## src/rtl/qos_write_controller.sv

```systemverilog
// Enqueue side of the QoS path: button presses -> 4-bit packets -> four 3-deep priority buffers.
// Optional input debounce is compiled in with `define QOS_WRITE_DEBOUNCE_EN.
module qos_write_controller #(
  parameter int SYNC_STAGES     = 2,
  parameter int DEBOUNCE_CYCLES = 1000,
  parameter int DROP_W          = 8
) (
  input  logic              clk,
  input  logic              reset,
  input  logic              start,
  input  logic              button0,
  input  logic              button1,
  input  logic              pop_req,
  input  logic [1:0]        pop_sel,
  output logic              pop_ack,
  output logic              pop_empty,
  output logic [3:0]        pop_data,
  output logic [11:0]       buffer1_12bit,
  output logic [11:0]       buffer2_12bit,
  output logic [11:0]       buffer3_12bit,
  output logic [11:0]       buffer4_12bit,
  output logic [1:0]        count1,
  output logic [1:0]        count2,
  output logic [1:0]        count3,
  output logic [1:0]        count4,
  output logic [DROP_W-1:0] drop1,
  output logic [DROP_W-1:0] drop2,
  output logic [DROP_W-1:0] drop3,
  output logic [DROP_W-1:0] drop4,
  output logic [3:0]        entry_bits,
  output logic [2:0]        entry_idx,
  output logic              store_valid,
  output logic [3:0]        stored_data
);

  typedef enum logic [1:0] {IDLE, COLLECT, COMMIT} state_t;

  logic [2:0]             btn_in;
  logic [SYNC_STAGES-1:0] sync_q [3];
  logic [2:0]             lvl;
  logic [2:0]             clean;
  logic [2:0]             prev_q;
  logic [2:0]             pulse_q;

  assign btn_in = {button1, button0, start};

  always_ff @(posedge clk or negedge reset) begin
    if (!reset) begin
      for (int i = 0; i < 3; i++) sync_q[i] <= '0;
    end else begin
      for (int i = 0; i < 3; i++)
        sync_q[i] <= {sync_q[i][SYNC_STAGES-2:0], btn_in[i]};
    end
  end

  always_comb begin
    lvl = '0;
    for (int i = 0; i < 3; i++) lvl[i] = sync_q[i][SYNC_STAGES-1];
  end

`ifdef QOS_WRITE_DEBOUNCE_EN
  localparam int CNT_W = $clog2(DEBOUNCE_CYCLES + 1);
  logic [CNT_W-1:0] db_cnt_q [3];
  logic [2:0]       db_q;

  // Debounced level follows the synchronized level only after it has held for DEBOUNCE_CYCLES.
  always_ff @(posedge clk or negedge reset) begin
    if (!reset) begin
      db_q <= '0;
      for (int i = 0; i < 3; i++) db_cnt_q[i] <= '0;
    end else begin
      for (int i = 0; i < 3; i++) begin
        if (lvl[i] == db_q[i]) begin
          db_cnt_q[i] <= '0;
        end else if (db_cnt_q[i] == CNT_W'(DEBOUNCE_CYCLES - 1)) begin
          db_q[i]     <= lvl[i];
          db_cnt_q[i] <= '0;
        end else begin
          db_cnt_q[i] <= db_cnt_q[i] + CNT_W'(1);
        end
      end
    end
  end

  assign clean = db_q;
`else
  assign clean = lvl;
`endif

  // Press = falling edge of the conditioned level, registered into a one-cycle pulse.
  always_ff @(posedge clk or negedge reset) begin
    if (!reset) begin
      prev_q  <= '0;
      pulse_q <= '0;
    end else begin
      prev_q  <= clean;
      pulse_q <= prev_q & ~clean;
    end
  end

  logic start_p, b0_p, b1_p;
  assign start_p = pulse_q[0];
  assign b0_p    = pulse_q[1];
  assign b1_p    = pulse_q[2];

  state_t     state_q;
  logic [3:0] entry_bits_q;
  logic [2:0] entry_idx_q;
  logic       store_valid_q;
  logic [3:0] stored_data_q;

  always_ff @(posedge clk or negedge reset) begin
    if (!reset) begin
      state_q       <= IDLE;
      entry_bits_q  <= '0;
      entry_idx_q   <= '0;
      store_valid_q <= 1'b0;
      stored_data_q <= '0;
    end else begin
      store_valid_q <= 1'b0;
      case (state_q)
        IDLE: begin
          if (start_p) begin
            state_q      <= COLLECT;
            entry_bits_q <= '0;
            entry_idx_q  <= '0;
          end
        end
        COLLECT: begin
          if (start_p) begin
            entry_bits_q <= '0;
            entry_idx_q  <= '0;
          end else if (b0_p ^ b1_p) begin
            entry_bits_q <= {entry_bits_q[2:0], b1_p};
            entry_idx_q  <= entry_idx_q + 3'd1;
            if (entry_idx_q == 3'd3) state_q <= COMMIT;
          end
        end
        COMMIT: begin
          store_valid_q <= 1'b1;
          stored_data_q <= entry_bits_q;
          state_q       <= IDLE;
        end
        default: state_q <= IDLE;
      endcase
    end
  end

  logic              push;
  logic [11:0]       buf_q   [4];
  logic [11:0]       buf_d   [4];
  logic [1:0]        cnt_q   [4];
  logic [1:0]        cnt_d   [4];
  logic [DROP_W-1:0] drop_q  [4];
  logic [DROP_W-1:0] drop_d  [4];
  logic              pop_ack_q, pop_empty_q;
  logic [3:0]        pop_data_q;

  assign push = (state_q == COMMIT);

  // Pop is applied before push, so a same-cycle pop makes room and a full buffer never drops.
  always_comb begin
    for (int b = 0; b < 4; b++) begin
      buf_d[b]  = buf_q[b];
      cnt_d[b]  = cnt_q[b];
      drop_d[b] = drop_q[b];
      if (pop_req && (pop_sel == 2'(b)) && (cnt_q[b] != 2'd0)) begin
        buf_d[b] = {4'h0, buf_q[b][11:4]};
        cnt_d[b] = cnt_q[b] - 2'd1;
      end
      if (push && (entry_bits_q[3:2] == 2'(b))) begin
        case (cnt_d[b])
          2'd0: buf_d[b][3:0]  = entry_bits_q;
          2'd1: buf_d[b][7:4]  = entry_bits_q;
          2'd2: buf_d[b][11:8] = entry_bits_q;
          default: begin
            buf_d[b] = {entry_bits_q, buf_d[b][11:4]};
            if (drop_d[b] != {DROP_W{1'b1}}) drop_d[b] = drop_d[b] + DROP_W'(1);
          end
        endcase
        if (cnt_d[b] != 2'd3) cnt_d[b] = cnt_d[b] + 2'd1;
      end
    end
  end

  always_ff @(posedge clk or negedge reset) begin
    if (!reset) begin
      for (int b = 0; b < 4; b++) begin
        buf_q[b]  <= '0;
        cnt_q[b]  <= '0;
        drop_q[b] <= '0;
      end
      pop_ack_q   <= 1'b0;
      pop_empty_q <= 1'b0;
      pop_data_q  <= '0;
    end else begin
      for (int b = 0; b < 4; b++) begin
        buf_q[b]  <= buf_d[b];
        cnt_q[b]  <= cnt_d[b];
        drop_q[b] <= drop_d[b];
      end
      pop_ack_q   <= pop_req;
      pop_empty_q <= pop_req && (cnt_q[pop_sel] == 2'd0);
      pop_data_q  <= pop_req ? buf_q[pop_sel][3:0] : 4'h0;
    end
  end

  assign pop_ack       = pop_ack_q;
  assign pop_empty     = pop_empty_q;
  assign pop_data      = pop_data_q;
  assign buffer1_12bit = buf_q[0];
  assign buffer2_12bit = buf_q[1];
  assign buffer3_12bit = buf_q[2];
  assign buffer4_12bit = buf_q[3];
  assign count1        = cnt_q[0];
  assign count2        = cnt_q[1];
  assign count3        = cnt_q[2];
  assign count4        = cnt_q[3];
  assign drop1         = drop_q[0];
  assign drop2         = drop_q[1];
  assign drop3         = drop_q[2];
  assign drop4         = drop_q[3];
  assign entry_bits    = entry_bits_q;
  assign entry_idx     = entry_idx_q;
  assign store_valid   = store_valid_q;
  assign stored_data   = stored_data_q;

endmodule

```

## config.mk

```make
export PLATFORM = sky130hd
export DESIGN_NAME = qos_write_controller
export DESIGN_NICKNAME = d
export VERILOG_FILES = /design/src/rtl/qos_write_controller.sv
export SDC_FILE = /design/constraint.sdc
export NUM_CORES = 1
export LEC_CHECK = 0
export ABC_AREA = 1
export BUFFER_PORTS_ARGS = -buffer_cell sky130_fd_sc_hd__buf_2
export CAP_MARGIN = 20
export CORE_ASPECT_RATIO = 1.25
export CORE_MARGIN = 4
export CORE_UTILIZATION = 55
export CTS_BUF_LIST = sky130_fd_sc_hd__clkbuf_4
export CTS_CLUSTER_DIAMETER = 60
export CTS_CLUSTER_SIZE = 40
export DETAILED_ROUTE_END_ITERATION = 8
export MAX_ROUTING_LAYER = met4
export PLACE_DENSITY = 0.83
export SETUP_SLACK_MARGIN = 0.3
export SYNTH_ARGS = -nofsm -noshare
export SYNTH_HDL_FRONTEND = slang
export SYNTH_SLANG_ARGS = --single-unit
```

## constraint.sdc

```tcl
create_clock -name clk -period 4.1 [get_ports clk]
set_input_delay 0.41 -clock clk [delete_from_list [all_inputs] [get_ports clk]]
set_output_delay 0.41 -clock clk [all_outputs]
set_load 0.02 [all_outputs]
```

==> results of run 1 <==
## metal layers
layer | share of wire, % | vias to the layer above
met5 | 0 | -
met4 | 2.8 | 0
met3 | 5.6 | 36
met2 | 49 | 165
met1 | 43 | 2652
li1 | - | 2904
## cell type report
cell class              instances  area [um2]
fillers                      1004        4080
flip-flops and latches        120        3000
multi-input cells             600        2990
repair buffers                119         638
inverters                     104         393
well taps                     138         173
clock buffers                  19         143
clock inverters                13         135
diodes                          1        2.50
## worst reg2reg max path, cell delays in order (launching register included)
cell,delay [ns]
dfrtp_1,0.44
inv_1,0.09
ha_1,0.20
nor2_1,0.13
nand2_1,0.39
o21a_1,0.38
inv_1,0.09
ha_1,0.40
inv_1,0.15
nand2_1,0.08
nand2_1,0.11
o211ai_1,0.12
nand2_1,0.08
## synth_stat cells (3+ instances only)
master    count  area [um2]
xor2_1        7        61.3
nor3_1        5        25.0
nand2_2       8        50.1
nor2_1       30         113
inv_1        91         342
a22oi_1       8        60.1
inv_2        12        45.0
a21oi_1      13        65.1
nand3b_1      4        30.0
nand4_1       8        50.1
o211ai_1      7        52.6
nand3_1      60         300
dfrtp_1     120        3000
xnor2_1      10        87.6
buf_2         6        30.0
nor2_2        5        31.3
o21ai_0      40         200
nand3_2       5        50.1
o21ai_1      12        60.1
nand2_1     337        1260
o21ai_2       3        26.3
ha_1         24         300
## power by group through the flow
stage                     clock network, mW  registers (mW)  logic (mW)
final                                 0.832            1.45        1.07
after global routing                  0.912            1.47        1.22
after CTS                             0.862            1.45        1.07
after detailed placement                  0            1.47        1.06
after global placement                    0            1.48        1.04
after floorplan                           0            1.58       0.616
## final timing paths
path / from / end / slack [ns] / depth (start not counted)
setup / recovery: pop_req / buffer4_12bit[3]$_DFF_PN0_ / 1.31 / 14
hold / removal: sync_q[2]$_DFF_PN0_ / clean[1]$_DFF_PN0_ / 0.37 / 0
setup reg to reg: count4[0]$_DFF_PN0_ / buffer4_12bit[3]$_DFF_PN0_ / 1.34 / 12
hold reg to reg: sync_q[2]$_DFF_PN0_ / clean[1]$_DFF_PN0_ / 0.37 / 0
max in group asynchronous: reset / buffer2_12bit[4]$_DFF_PN0_ / 3.08 / 3
min in group asynchronous: reset / drop4[3]$_DFFE_PN0P_ / 0.50 / 3
## cell families after synthesis
logic type,count (synthesis)
xor+xnor,17
flops,120
fa+ha+maj,24
compound gates,86
buf+inv,116
simple gates,473
## sequential cells by signal, summed over array words and instances (netlist names)
register	count
buffer1_12bit	12
buffer2_12bit	12
buffer3_12bit	12
buffer4_12bit	12
clean	3
count1	2
count2	2
count3	2
count4	2
drop1	8
drop2	8
drop3	8
drop4	8
entry_bits	4
entry_idx	3
pop_ack	1
pop_data	4
pop_empty	1
prev_q	3
pulse_q	3
state_q	2
store_valid	1
stored_data	4
sync_q	3
## repair_timing
action,CTS,global route
hold buffers,4,1
setup buffers,0,0
endpoints found under the hold margin,67,1
resized for setup,0,0
## through the flow
step / power (mW) / area, um2 / setup WS [ns]
after CTS: 3.38 / 7470 / 1.42
after global placement: 2.51 / 7150 / 1.54
after detailed placement: 2.53 / 7150 / 1.41
final: 3.35 / 7480 / 1.31
after global routing: 3.60 / 7480 / 1.06
after floorplan: 2.19 / 6460 / 1.79
==> out/qor.yml, run 1 <==
grt:
  grt_overflow: 0
  grt_max_degree: 121
  grt.busiest_layer: "met2"
  grt_pass1_wl_um: 25000
  met3_usage_pct: 6.58
  track_usage_pct: 23.5
  first_global_vias: 5335
  grtUsageMet2_pct: 38.3
  grtUsageMet1_pct: 27.9
  grt_antenna_before_repair: 1
drt:
  ant_nets: 0
  drc: 0
  vias: 5757
  viasPerCell: 5.17
  avgRoutedWirePerCell_um: 13.4
  wirelength_um: 14900
  dr.pass1.iters: 5
  first_iter_violations: 281
clocking:
  clock_path_buffers: 2
  htreeDepth: 4
  cts.sinks: 120
  cts.clk_slew.worst_paths_ns: 0.10
  cts_root_buffer: "clkbuf_4"
  cts_tree: "built"
  clock_latency_ns: 0.50
  cts_buffers: 17
critical_path:
  worst_ep_arrival_time_ns: 3.18
  cp.required_ns: 4.49
  path_class: "input pin to register"
  crit_path_end_kind: "register"
  cp_top_family: "simple AND/OR/NAND/NOR gates"
  path_buf_inv: 5
  cp_common_cell: "nand2_1"
  crit_path_top_delay_cell: "dlygate4sd3_1"
  startpoint_type: "input pin"
  max_stage_delay_ns: 0.53
  cp_cell_sequence: "dlygate4sd3_1 > buf_2 > inv_2 > nor2_1 > nand2_1 > nand2_1 > and2_1 > inv_1 > ha_1 > inv_1 > nand2_1 > nand2_1 > o211ai_1 > nand2_1"
  worst-path-max-fanout: 20
sta:
  fin_crit_sh_pct: 68.1
  finalHoldViolations: 0
  slew_viol_final: 0
  setup_tns_ns: 0
  fin_crit_ns: 2.79
  grt_setup_unrepaired: "false"
  fin_skew_ns: 0.0147
  fmax_ghz: 0.358
  setup_viol: 0
  tightest_slew_ns: 0.653
  holdWs_ns: 0.366
  slew_headroom_pct: 56.5
cells_and_area:
  area_growth_pct: 15.7
  final_util_pct: 64.7
  drive_gt1_share_pct: 18.7
  num-nets-final: 994
  layout_commonest_cell: "nand2_1"
  layout_common_cells: "nand2_1 (337), dfrtp_1 (120), buf_2 (112)"
  fin_cells: 1114
yosys:
  syn_avg_cell_area_um2: 7.73
  muxShareOfSynthArea_pct: 0
  dominantRegCellSynth: "dfrtp_1"
  synth_nets: 868
  async_flop_share_pct: 100
  ys_ff_latch: 120
  synth_top_family_by_area: "simple AND/OR/NAND/NOR gates"
  syn_area_um2: 6460
  synth_edf_count: 0
  synth-simple-area-share_pct: 31.8
  synthAdderAreaFrac_pct: 4.65
  ys.warnings.count: 0
  netlist-cell-type-count: 35
  synth_compound_area_share_pct: 7.51
  syn_inst: 836
  seq_area_frac_synth_pct: 46.5
  synth_xor_area_share_pct: 2.30
die:
  dieHeight_um: 129
  die_area_um2: 13600
  initial_utilization_pct: 55.9
  fp.dieW_um: 105
  rows: 44
  io_pins: 114
  coreArea_um2: 11600
power_and_ir_drop:
  internal-power_mw: 2.07
  p_seq_share_pct: 43.3
  p_clk_share_pct: 24.8
  swShare_pct: 38.2
  pwr-share-comb_pct: 31.9
  vdd_ir_drop_max_uv: 226
  power_leakage_nw: 4.36
  p_sw_mw: 1.28
  p_per_area_nw_per_um2: 449
placement:
  port_buffers: 113
  dp.cells: 1076
  gp_congestion: 0.951
  dp_hpwl_um: 10900
job:
  cap_violations: 0
min_path:
  min_path_type: "register to register"
run_status:
  outcome: "finished, final reports clean"
No activity file was read; power rests on OpenSTA's default activity.
==> run 2, diff against run 1 <==
- clock period: 4.1 -> 2.68 ns (I/O delays scaled with it)
==> run 2 against run 1 <==
- count of clock-buffer cells in the layout up 1
- clock power up 44%
- power up 53%
- design area up 1.2%
- via count up 1.8%
- worst hold slack worse by 0.16 ns
- final cell count up 0.90%
==> out/qor.yml, run 2 (synthesized netlist as in run 1, its figures left out) <==
drt:
  viasPerCell: 5.21
  vias: 5858
  first_iter_violations: 313
  drc: 0
  avgRoutedWirePerCell_um: 13.4
  dr.pass1.iters: 5
  wirelength_um: 15100
  ant_nets: 0
sta:
  fin_crit_sh_pct: 82.5
  finalHoldViolations: 0
  setup_tns_ns: 0
  tightest_slew_ns: 0.440
  grt_setup_unrepaired: "true"
  slew_viol_final: 0
  fin_crit_ns: 2.21
  setup_ws_ns: 0.470
  setup_viol: 0
  fin_skew_ns: 0.0140
  slew_headroom_pct: 70.7
  fmax_ghz: 0.452
critical_path:
  path_buf_inv: 4
  startpoint_type: "register"
  cp_top_family: "simple AND/OR/NAND/NOR gates"
  cp.required_ns: 3.12
  max_stage_delay_ns: 0.39
  rr_worst_depth: 13
  cp_cell_sequence: "inv_1 > ha_1 > nor2_4 > nand2_2 > nand2_1 > and2_1 > inv_1 > ha_2 > inv_2 > nand2_1 > nand2_1 > inv_1 > o21ai_0"
  crit_path_top_delay_cell: "dfrtp_1"
  path_class: "register to register"
  worst-path-max-fanout: 10
  worst_ep_arrival_time_ns: 2.65
  cp.depth: 13
  crit_path_end_kind: "register"
power_and_ir_drop:
  finalPower_mw: 5.12
  vdd_ir_drop_max_uv: 338
  power_leakage_nw: 4.41
  p_per_area_nw_per_um2: 676
cells_and_area:
  drive_gt1_share_pct: 20.3
  fin_area_um2: 7560
  fillers: 1040
  multi_input_area_um2: 3020
  layout_commonest_cell: "nand2_1"
  area_growth_pct: 17.1
  num-nets-final: 1004
  seq_area_um2: 3000
  final_util_pct: 65.4
  layout_common_cells: "nand2_1 (337), dfrtp_1 (120), buf_2 (112)"
placement:
  gp_congestion: 0.986
  place_area_um2: 7220
  dp_hpwl_um: 11300
  port_buffers: 113
  dp_slack_ns: 0.220
clocking:
  cts_root_buffer: "clkbuf_4"
  cts_buffers: 17
  cts.clk_slew.worst_paths_ns: 0.10
  clock_latency_ns: 0.52
  cts_tree: "built"
  clock_path_buffers: 2
  cts.sinks: 120
  htreeDepth: 4
grt:
  grt_overflow: 0
  grt_max_degree: 54
  track_usage_pct: 23.8
  first_global_vias: 5489
  grt_antenna_before_repair: 1
  grt_pass1_wl_um: 25300
die:
  fp.dieW_um: 105
  dieHeight_um: 129
  io_pins: 114
  die_area_um2: 13600
  coreArea_um2: 11600
  rows: 44
  initial_utilization_pct: 55.9
job:
  cap_violations: 0
run_status:
  outcome: "finished, final reports clean"
min_path:
  min_path_type: "input pin to asynchronous set/reset pin"
run 2: path summary, 6_finish.rpt:
kind / to / slack [ns] / startpoint
setup / recovery: buffer3_12bit[2]$_DFF_PN0_ / 0.47 / count3[0]$_DFF_PN0_
hold / removal: drop4[3]$_DFFE_PN0P_ / 0.21 / reset
setup reg to reg: buffer3_12bit[2]$_DFF_PN0_ / 0.47 / count3[0]$_DFF_PN0_
hold reg to reg: clean[1]$_DFF_PN0_ / 0.36 / sync_q[2]$_DFF_PN0_
max in group asynchronous: buffer1_12bit[3]$_DFF_PN0_ / 1.80 / reset
min in group clk: pop_empty$_DFF_PN0_ / 0.22 / pop_sel[1]
run 2: area by class of cell:
| class | count | area share, % |
|---|---|---|
| Multi-Input combinational cell | 600 | 39.9 |
| Sequential cell | 120 | 39.7 |
| Timing Repair Buffer | 129 | 9.43 |
| Inverter | 104 | 5.23 |
| Tap cell | 138 | 2.28 |
| Clock buffer | 20 | 1.98 |
| Clock inverter | 12 | 1.44 |
| Antenna cell | 1 | 0.0331 |
run 2: repair_timing:
item                       4_1_cts  5_1_grt
setup endpoints to repair        9       31
hold buffers                     5        0
buffers inserted                 0        1
gates resized for setup          4        7
hold endpoints to repair        32        0
run 2: report_power, final:
| part | leakage, nW | total, mW | internal, mW | switching (mW) |
|---|---|---|---|---|
| combinational | 2.66 | 1.71 | 0.560 | 1.14 |
| sequential | 1.60 | 2.21 | 2.00 | 0.207 |
| clock | 0.149 | 1.20 | 0.565 | 0.635 |
| total | 4.41 | 5.12 | 3.13 | 1.99 |
run 2: layer usage:
layer	share of wire (%)	wire length [um]	GRT usage (%)	vias up
met5	0	0	-	-
met4	3.5	527	12.0	0
met3	6.1	926	4.78	51
met2	50	7520	39.3	176
met1	41	6130	27.7	2707
li1	-	-	-	2924
run 2: per-stage QoR:
stage               instances  hold slack [ns]
floorplan                 836          -0.0276
global placement         1085            0.220
detailed placement       1085            0.226
CTS                      1122            0.184
global route             1124            0.216
finish                   1124            0.208
run 2: worst register-to-register path: stages, from the launching register on:
cell     delay (ns)
dfrtp_1        0.39
inv_1          0.07
ha_1           0.22
nor2_4         0.17
nand2_2        0.13
nand2_1        0.11
and2_1         0.17
inv_1          0.09
ha_2           0.26
inv_2          0.14
nand2_1        0.07
nand2_1        0.14
inv_1          0.06
o21ai_0        0.13
==> run 3, diff against run 2 <==
- clock period: 2.68 -> 2.05 ns (I/O delays scaled with it)
==> run 3 against run 2 <==
- flip-flop and latch count is the same
- clock power grew 57%
- power grew 70%
- sequential power grew 31%
- sequential share of layout area shrank 4.8 points
- highest routed layer unchanged
==> out/qor.yml, run 3 (synthesized netlist as in run 1, its figures left out) <==
placement:
  dp_hpwl_um: 11600
  gp_congestion: 0.907
  dp.cells: 1092
  port_buffers: 113
  dp_slack_ns: 0.0469
cells_and_area:
  multi_input_area_um2: 3600
  seq_area_um2: 3010
  drive_gt1_share_pct: 35.4
  area_growth_pct: 33.5
  layout_common_cells: "nand2_1 (297), dfrtp_1 (112), buf_2 (112)"
  fin_cells: 1166
  num-nets-final: 1046
  fillers: 822
  layout_commonest_cell: "nand2_1"
grt:
  grt_max_degree: 35
  grt_pass1_wl_um: 27400
  first_global_vias: 5720
  track_usage_pct: 26.1
  grt_overflow: 0
  grt_antenna_before_repair: 1
drt:
  ant_nets: 0
  viasPerCell: 5.49
  avgRoutedWirePerCell_um: 16.0
  wirelength_um: 18700
  drc: 0
  first_iter_violations: 497
  vias: 6396
  dr.pass1.iters: 6
die:
  io_pins: 114
  fp.dieW_um: 105
  initial_utilization_pct: 55.9
  coreArea_um2: 11600
  rows: 44
  die_area_um2: 13600
  dieHeight_um: 129
sta:
  fin_crit_ns: 1.93
  fin_skew_ns: 0.0130
  setup_viol: 0
  finalHoldViolations: 0
  setup_ws_ns: 0.119
  grt_setup_unrepaired: "true"
  slew_headroom_pct: 63.4
  fmax_ghz: 0.518
  setup_tns_ns: 0
  tightest_slew_ns: 0.548
  slew_viol_final: 0
  fin_crit_sh_pct: 94.2
critical_path:
  worst-path-max-fanout: 8
  path_class: "register to register"
  crit_path_end_kind: "register"
  cp.required_ns: 2.47
  startpoint_type: "register"
  worst_ep_arrival_time_ns: 2.35
clocking:
  cts.sinks: 120
  clock_latency_ns: 0.53
  cts_buffers: 17
  clock_path_buffers: 2
  htreeDepth: 4
  cts_tree: "built"
  cts.clk_slew.worst_paths_ns: 0.11
  cts_root_buffer: "clkbuf_4"
power_and_ir_drop:
  power_leakage_nw: 4.73
  finalPower_mw: 8.68
  vdd_ir_drop_max_uv: 600
  p_per_area_nw_per_um2: 1010
run_status:
  outcome: "finished, final reports clean"
job:
  cap_violations: 0
min_path:
  min_path_type: "input pin to register"
run 3: changes by cell type in the layout (fill, tap and decap cells not counted), moves of 11 or more:
cell and change:
inv_1 -30, ha_4 +15, ha_1 -15, o21ai_0 -11, nand2_1 -40, nand2_2 +27
nand2_4 +12, buf_4 +32, inv_2 +15
run 3: power breakdown:
group / leakage, nW / total [mW] / internal, mW / switching, mW
clock: 0.159 / 1.88 / 0.966 / 0.914
sequential: 1.59 / 2.89 / 2.63 / 0.259
combinational: 2.98 / 3.90 / 1.55 / 2.35
total: 4.73 / 8.68 / 5.15 / 3.52
run 3: metrics by stage:
| step | area, um2 | util, % | hold WS (ns) |
|---|---|---|---|
| 2_1_floorplan | 6720 | - | -0.0906 |
| 3_3_place_gp | 7510 | 65.0 | 0.192 |
| 3_5_place_dp | 7510 | 65.0 | 0.198 |
| 4_1_cts | 8220 | 71.1 | 0.0285 |
| 5_1_grt | 8630 | 74.6 | 0.0666 |
| 6_report | 8630 | 74.6 | 0.0855 |
run 3: final timing paths:
| path | from | end | slack [ns] | cells past startpoint |
|---|---|---|---|---|
| worst max register to register | count3[1]$_DFF_PN0_ | buffer3_12bit[0]$_DFF_PN0_ | 0.12 | 12 |
| worst min-delay path | pop_req | pop_data[0]$_DFF_PN0_ | 0.09 | 3 |
| min in group asynchronous | reset | drop1[5]$_DFFE_PN0P_ | 0.16 | 2 |
| max in group asynchronous | reset | drop2[5]$_DFFE_PN0P_ | 1.24 | 3 |
| worst max-delay path | count3[1]$_DFF_PN0_ | buffer3_12bit[0]$_DFF_PN0_ | 0.12 | 12 |
| worst min register to register | sync_q[4]$_DFF_PN0_ | clean[0]$_DFF_PN0_ | 0.36 | 0 |
run 3: layer usage:
| layer | global-route usage [%] | vias to the layer above | routed length (um) |
|---|---|---|---|
| met5 | - | - | 0 |
| met4 | 10.5 | 0 | 893 |
| met3 | 6.18 | 85 | 1180 |
| met2 | 45.2 | 266 | 9660 |
| met1 | 29.4 | 3027 | 6960 |
| li1 | - | 3018 | - |
run 3: what timing repair did:
action | 4_1_cts | 5_1_grt
endpoints found under the setup margin | 76 | 82
setup buffers | 23 | 12
pin swaps | 24 | 59
hold buffers | 5 | 0
cloned | 1 | 0
endpoints found under the hold margin | 81 | 0
gates resized for setup | 39 | 91
run 3: final cells by class:
type	count	area share (%)
Multi-Input combinational cell	601	41.7
Clock inverter	14	2.10
Tap cell	138	2.00
Inverter	104	5.23
Sequential cell	120	34.9
Timing Repair Buffer	170	12.5
Antenna cell	1	0.0290
Clock buffer	18	1.57
run 3: critical path, cell delays in order (launching register included):
cell	delay, ns
dfrtp_2	0.40
inv_4	0.05
ha_4	0.16
nor2_4	0.15
nand2_4	0.10
nand2_4	0.10
and2_4	0.20
inv_6	0.05
ha_4	0.18
inv_6	0.09
o21ai_0	0.12
nand3_1	0.14
nand2_1	0.07
